===== src/rtl/verify_pkg.sv =====
// Shared types and default thresholds for the verifier result monitor.
package verify_pkg;

  typedef enum logic [1:0] {
    NORMAL = 2'b00,
    WARN   = 2'b01,
    LOCKED = 2'b10
  } mon_state_e;

  localparam int DEF_LATENCY = 2;
  localparam int DEF_CNT_W   = 16;
  localparam int DEF_CONS_W  = 4;
  localparam int DEF_WARN_TH = 2;
  localparam int DEF_LOCK_TH = 4;

endpackage


===== src/rtl/verify_result_monitor_sat_counter.sv =====
// Saturating up-counter: holds at all-ones, synchronous clear wins over increment.
module sat_counter #(
  parameter int W = 8
) (
  input  logic         clk,
  input  logic         rst_n,
  input  logic         inc,
  input  logic         clr,
  output logic [W-1:0] count
);

  always_ff @(posedge clk or negedge rst_n) begin
    if (!rst_n) begin
      count <= '0;
    end else if (clr) begin
      count <= '0;
    end else if (inc && (count != '1)) begin
      count <= count + W'(1);
    end
  end

endmodule


===== src/rtl/verify_result_monitor.sv =====
// Realigns the verifier sample strobe, tallies pass/fail and tracks consecutive failures.
// Optional per-cause failure counters when VERIFY_MON_CAUSE_EN is defined.
//
// state  | meaning
// NORMAL | fewer than WARN_TH consecutive failures
// WARN   | WARN_TH or more consecutive failures, below LOCK_TH
// LOCKED | LOCK_TH consecutive failures reached; only clear exits
module verify_result_monitor
  import verify_pkg::*;
#(
  parameter int LATENCY = DEF_LATENCY,
  parameter int CNT_W   = DEF_CNT_W,
  parameter int CONS_W  = DEF_CONS_W,
  parameter int WARN_TH = DEF_WARN_TH,
  parameter int LOCK_TH = DEF_LOCK_TH
) (
  input  logic             clk,
  input  logic             rst_n,
  input  logic             in_valid,
  input  logic             enc_match,
  input  logic             hash_match,
  input  logic             valid_flag,
  input  logic             clear,
  output logic             res_valid,
  output logic             res_ok,
  output logic [CNT_W-1:0] pass_cnt,
  output logic [CNT_W-1:0] fail_cnt,
  output logic [1:0]       state,
  output logic             alarm,
  output logic             locked,
  output logic             cons_err
`ifdef VERIFY_MON_CAUSE_EN
  ,
  output logic [CNT_W-1:0] enc_fail_cnt,
  output logic [CNT_W-1:0] hash_fail_cnt
`endif
);

  localparam logic [CONS_W-1:0] WARN_C = CONS_W'(WARN_TH);
  localparam logic [CONS_W-1:0] LOCK_C = CONS_W'(LOCK_TH);

  logic [LATENCY-1:0] dly;
  logic               v_al;
  logic               judge;
  logic               pass;
  logic               fail;
  logic [CONS_W-1:0]  cons_cnt;
  logic [CONS_W-1:0]  cons_inc;
  mon_state_e         state_q;
  mon_state_e         state_d;

  always_ff @(posedge clk or negedge rst_n) begin
    if (!rst_n) begin
      dly <= '0;
    end else begin
      dly[0] <= in_valid;
      for (int i = 1; i < LATENCY; i++) begin
        dly[i] <= dly[i-1];
      end
    end
  end

  assign v_al  = dly[LATENCY-1];
  assign judge = v_al & ~clear;
  assign pass  = judge & valid_flag;
  assign fail  = judge & ~valid_flag;

  sat_counter #(.W(CNT_W)) u_pass_cnt (
    .clk  (clk),
    .rst_n(rst_n),
    .inc  (pass),
    .clr  (clear),
    .count(pass_cnt)
  );

  sat_counter #(.W(CNT_W)) u_fail_cnt (
    .clk  (clk),
    .rst_n(rst_n),
    .inc  (fail),
    .clr  (clear),
    .count(fail_cnt)
  );

  // A pass breaks the failure run, so it clears the consecutive count.
  sat_counter #(.W(CONS_W)) u_cons_cnt (
    .clk  (clk),
    .rst_n(rst_n),
    .inc  (fail),
    .clr  (clear | pass),
    .count(cons_cnt)
  );

  // Count value after this cycle's failure, used to decide the transition now.
  assign cons_inc = (cons_cnt == '1) ? cons_cnt : cons_cnt + CONS_W'(1);

`ifdef VERIFY_MON_CAUSE_EN
  sat_counter #(.W(CNT_W)) u_enc_fail_cnt (
    .clk  (clk),
    .rst_n(rst_n),
    .inc  (judge & ~enc_match),
    .clr  (clear),
    .count(enc_fail_cnt)
  );

  sat_counter #(.W(CNT_W)) u_hash_fail_cnt (
    .clk  (clk),
    .rst_n(rst_n),
    .inc  (judge & ~hash_match),
    .clr  (clear),
    .count(hash_fail_cnt)
  );
`endif

  always_ff @(posedge clk or negedge rst_n) begin
    if (!rst_n) begin
      state_q <= NORMAL;
    end else begin
      state_q <= state_d;
    end
  end

  always_comb begin
    state_d = state_q;
    if (clear) begin
      state_d = NORMAL;
    end else if (pass) begin
      if (state_q == WARN) begin
        state_d = NORMAL;
      end
    end else if (fail) begin
      if (cons_inc >= LOCK_C) begin
        state_d = LOCKED;
      end else if ((state_q == NORMAL) && (cons_inc >= WARN_C)) begin
        state_d = WARN;
      end
    end
  end

  always_ff @(posedge clk or negedge rst_n) begin
    if (!rst_n) begin
      res_valid <= 1'b0;
      res_ok    <= 1'b0;
      cons_err  <= 1'b0;
    end else begin
      res_valid <= judge;
      res_ok    <= pass;
      if (clear) begin
        cons_err <= 1'b0;
      end else if (judge && (valid_flag != (enc_match & hash_match))) begin
        cons_err <= 1'b1;
      end
    end
  end

  assign state  = state_q;
  assign alarm  = (state_q != NORMAL);
  assign locked = (state_q == LOCKED);

endmodule

===== config.mk =====
export PLATFORM = sky130hd
export DESIGN_NAME = verify_result_monitor
export DESIGN_NICKNAME = d
export VERILOG_FILES = /design/src/rtl/verify_pkg.sv /design/src/rtl/verify_result_monitor_sat_counter.sv /design/src/rtl/verify_result_monitor.sv
export SDC_FILE = /design/constraint.sdc
export NUM_CORES = 1
export LEC_CHECK = 0
export ABC_AREA = 1
export BUFFER_PORTS_ARGS = -buffer_cell sky130_fd_sc_hd__buf_2
export CAP_MARGIN = 10
export CORE_UTILIZATION = 50
export DETAILED_ROUTE_END_ITERATION = 6
export GPL_TIMING_DRIVEN = 1
export HOLD_SLACK_MARGIN = 0.05
export PLACE_DENSITY_LB_ADDON = 0.2
export SETUP_SLACK_MARGIN = 0.4
export SLEW_MARGIN = 20
export SYNTH_ARGS = -nofsm -noshare
export SYNTH_HDL_FRONTEND = slang
export SYNTH_SLANG_ARGS = --single-unit

===== constraint.sdc =====
create_clock -name clk -period 2.4 [get_ports clk]
set_clock_uncertainty 0.15 [all_clocks]
set_input_delay 0.48 -clock clk [delete_from_list [all_inputs] [get_ports clk]]
set_output_delay 0.48 -clock clk [all_outputs]
set_load 0.02 [all_outputs]

Word level (Yosys, flattened, before mapping)
Cells that the tools add are included.
Widths: inputs -> output; s select.
Operators by class
  magnitude comparators: 2
  div/mod/pow operators: 0
  $add $sub $neg: 3
  bitwise logic cells: 7
  mux-type cells: 15
  shift-type cells: 0
  multipliers: 0
  eq/ne operators: 8
  reductions and logical operators: 14
Operator list (count)
  $mux 16: 4
  $add 16x1->16 const B: 2
  $ne 16x16->1 const B: 2
  $mux 2: 6
  $mux 4: 3
  $reduce_bool 2->1: 5
  $logic_and 1x1->1: 5
  $add 4x1->4 const B: 1
  $and 1x1->1: 4
  $eq 4x4->1 const B: 1
  $ge 4x2->1 const B: 1
  $ge 4x3->1 const B: 1
  $ne 4x4->1 const B: 1
  $reduce_bool 4->1: 1
  $ne 3x2->1 const B: 1
  $reduce_and 3->1: 1
  $reduce_bool 3->1: 1
  $eq 2x1->1 const B: 1
  $eq 2x2->1 const B: 1
  $logic_not 2->1: 1
  $mux 1: 2
  $not 1->1: 2
  $ne 1x1->1: 1
  $or 1x1->1: 1
Storage, ports and cells
  bits in read-only memories: 0
  memories: 0
  memory bits (writable): 0
  output and inout port bits: 39
  bits in latches: 0
  register bits after elaboration: 43
  word-level logic and storage cells: 57
  input port bits: 7

Longest topological paths before layout
  word-level depth: 9
  mapped depth: 10
  depth with buffers taken out: 9

By module
Synthesis repeated with hierarchy kept, for this count alone.
Unflattened totals
  cell total of the unflattened synthesis: 367
  area total of the unflattened synthesis: 2672.6 µm²
By module, submodules not included
  sat_counter at u_fail_cnt ...: cells an instance 144, times used 2, area each 1037.2 µm², sequential area each 400.4 µm²
  verify_result_monitor: cells an instance 50, times used 1, area each 375.4 µm², sequential area each 175.2 µm²
  sat_counter at u_cons_cnt: cells an instance 29, times used 1, area each 222.7 µm², sequential area each 100.1 µm²

Worst setup path after synthesis
Ideal clock, no wire load.
  path kind: reg2reg
  start point: reg u_pass_cnt.count[0]
  end point: reg u_pass_cnt.count[12]
  arrival: 1636 ps
  path buffers: 1
  data required time: 2185 ps
  library setup time: 65 ps
  stages on the path, launching flop included: 11
  path slack: 549 ps
  clock period less this slack: 1851 ps
  path through: dfrtp_1 > ha_1 > inv_1 > nor2_4 > nand2_1 > nor2_2 > nor2_4 > nor2_4 > buf_6 > nand2_1 > nand2_1
Between the ends
  cells in the longest elaborated chain, start to end: 3
  elaborated cells on any way between the ends: 6
  classes of those cells: add/sub (1); eq/ne (1); mux (2); reduce/logical (2)
RTL lines
  start, declared: RTL line verify_result_monitor_sat_counter.sv:9  | output logic [W-1:0] count
  start signal, assigned: RTL line verify_result_monitor_sat_counter.sv:18  | count <= count + W'(1);
  $add 16x1->16 / $ne 16x16->1 (equally long branches): RTL line verify_result_monitor_sat_counter.sv:18, verify_result_monitor_sat_counter.sv:17
  $mux 16 / $logic_and 1x1->1 (equally long branches): RTL line verify_result_monitor_sat_counter.sv:17  | end else if (inc && (count != '1)) begin
  $mux 16 / $reduce_bool 2->1 (equally long branches)
Several ways; a longest one is shown, not always the timed one. The select of a mux whose other input is x is not followed.
A chain may end at the register's enable or synchronous reset.

Worst setup path in the final report
  start point: reg u_pass_cnt.count[0]
  end point: reg u_pass_cnt.count[0]
The elaborated chain is that of the path after synthesis.

==> run metrics <==
# nets final=413; most common cell in the netlist=nand2_1; Slew HR=63.8%; initial antenna violation count=0; post-route cell area=2990 µm²; Post-synth ARST share=100%; router iterations before antenna repair=4; diode count=0; DRT Wirelength=6060 µm; Worst R2R Start=u_pass_cnt.count[0]; clock-pin slew on the worst setup and hold paths=0.09 ns; crit start category=flop; Setup crit end kind=flop; Critical Path AT=1.95 ns; switching power share of the total=28.7%; Max Freq=536 MHz; Psw=0.000405 W; Clock Sinks=43; met1 Use GR=31.8%; placed cell area=2850 µm²; port bufs=45; grt met3 use=5.08%; Int Power=0.00101 W; cts hold-fix bufs=0; worst-margin pin slew=0.543 ns; CTS tree=yes; die area=5440 µm²; Yosys cell types=26; 1st-iter DRT viols=137; syn_nets=363; cell row count=25; final hold viol count=0; global routing's busiest layer=met2; worst setup path startpoint=u_pass_cnt.count[0]; DIE WIDTH=73.8 µm; # IOs=46; unrepaired setup endpoints after global routing=yes; vias after detailed routing=2465; GRT overflow=0; largest net degree at the start of global routing=44; Worst Hold Margin=0.0878 ns; Layout Area Growth over Synthesis=16.1%; GR Util met2=42.5%; WL/cell=12.9 µm; largest fanout on the critical path=15; cell area power density=472 nW/µm²; TNS Setup=0 ns; Pins Over Slew Limit=0; Routed Antenna Nets=0; crit path kind=flop to flop; Worst Hold Class=input port to async pin; Avg Vias per Cell=5.23; Peak VDD IR=0.000354 V; Syn Std Cell Area=2570 µm²; Max-Cap Viols=0; fillers=465; Initial Utilization=53.1%; FF-to-FF path depth=10; CTS buffer count=5; top-area cell type share of the netlist area=41.8%; synth cell count leaders=nand2_1 (130), nor2_1 (47), dfrtp_1 (43), nand4_1 (28), inv_1 (25); status=complete, no violations; global-route wire length before repair=10300 µm; Top FF cell, synth=dfrtp_1; share of layout cells above drive strength 1=19.1%; Synth area leaders=dfrtp_1 (42%), nand2_1 (19%), nor2_1 (6.9%); DRC Markers=0; GR Util All Layers=25.3%; final period utilization=77.7%; clk buf depth=2; combinational power share=12.5%; Clock power frac=32.9%; final setup vio count=0; Syn Area/Cell=7.29 µm²; WP data required=2.48 ns; fin crit period=1.87 ns; sequential share of power=54.6%; Root Driver=clkbuf_8; Ys Warns=0; hpwl dp=4390 µm; area leader, netlist=dfrtp_1; Worst-Skew Late Latency=0.31 ns; register bit total from synthesis=43; register area share after synthesis=41.8%; CORE AREA=4850 µm²; leakage dissipation=1.47 nW; Die Ht=73.8 µm; EDFF count, synth=0; number of global-route vias before repair=2304; GP Congestion=0.871; H-tree levels=2; cell count after synthesis=353
## per-layer routing
layer	vias up	wire (µm)
met5	-	0
met4	0	118
met3	11	289
met2	83	2880
met1	1131	2780
li1	1240	-
## flip-flops by register name (all words and copies together), names as in the netlist
register          cells
res_ok                1
u_cons_cnt.count      4
u_pass_cnt.count     16
res_valid             1
cons_err              1
u_fail_cnt.count     16
state                 2
dly                   2
## layout make-up
cell class                      instances  area (µm²)  share of cell area, %
Clock buffer                            6        72.6                   2.43
Clock inverter                          2        12.5                  0.419
Inverter                               28         108                   3.60
Multi-Input combinational cell        275        1350                   45.1
Sequential cell                        43        1080                   36.0
Tap cell                               67        83.8                   2.80
Timing Repair Buffer                   50         288                   9.63
## through the flow
| step | std cells | worst slack [ns] | power (W) | utilization, % |
|---|---|---|---|---|
| 4_1_cts | 471 | 0.447 | 0.00142 | 61.5 |
| 3_3_place_gp | 461 | 0.280 | 0.000950 | 58.8 |
| 3_5_place_dp | 461 | 0.223 | 0.000953 | 58.8 |
| 5_1_grt | 471 | 0.376 | 0.00148 | 61.7 |
| 2_1_floorplan | 353 | 0.549 | 0.000891 | - |
| 6_report | 471 | 0.534 | 0.00141 | 61.7 |
## final timing paths
check                                      end  slack [ns]
setup reg to reg           u_pass_cnt.count[0]        0.53
setup / recovery           u_pass_cnt.count[0]        0.53
hold / removal             u_pass_cnt.count[1]        0.09
min in group clk                        dly[0]        0.13
max in group asynchronous  u_pass_cnt.count[0]        1.63
hold reg to reg                         dly[1]        0.21
## kinds of logic after synthesis
kind of cell / share of synthesized area, %
flip-flops: 41.8
buffers and inverters: 6.27
AND/OR/NAND/NOR: 41.4
XOR/XNOR: 3.74
adder cells (fa/ha/maj): 1.46
AO/OA/AOI/OAI: 5.39
## cell usage in the layout (no fill, tap or decap)
cell type	n
o21bai_1	6
clkbuf_8	5
a22oi_1	1
nand3b_1	1
a21oi_1	2
nand2_1	130
inv_4	1
ha_1	2
inv_2	1
o21ai_0	12
buf_4	3
clkinvlp_4	1
clkinv_1	1
inv_1	25
nor2_2	3
buf_12	2
nand4_1	28
dfrtp_1	42
nor2_1	46
clkbuf_1	1
nor2_4	8
buf_2	45
nand3_1	19
clkinv_2	1
xor2_1	8
ha_2	1
xnor2_1	3
or2_2	3
dfrtp_2	1
nand2_2	1
o21ai_4	1
## what timing repair did
| action | in CTS | in global routing |
|---|---|---|
| gates resized for setup | 1 | 3 |
| setup buffers | 2 | 0 |
| pin swaps | 2 | 0 |
| cloned | 0 | 0 |
| setup endpoints to repair | 27 | 19 |
| endpoints found under the hold margin | 0 | 0 |
## power by group through the flow
| stage | Combinational [W] | Clock [W] | Sequential (W) |
|---|---|---|---|
| after detailed placement | 0.000169 | 0 | 0.000785 |
| after floorplan | 0.0000888 | 0 | 0.000802 |
| after CTS | 0.000177 | 0.000475 | 0.000770 |
| final | 0.000176 | 0.000464 | 0.000771 |
| after global routing | 0.000199 | 0.000503 | 0.000776 |
| after global placement | 0.000167 | 0 | 0.000783 |
## critical path, cell delays in order, from the launching register on
cell and delay [ns]:
dfrtp_2 0.42, ha_2 0.23, inv_1 0.09, nor2_4 0.16, nand2_1 0.08, nor2_2 0.17
nor2_4 0.08, nor2_4 0.12, buf_12 0.14, nor2_1 0.04, nor2_1 0.10
(Power assumes the default switching activity.)
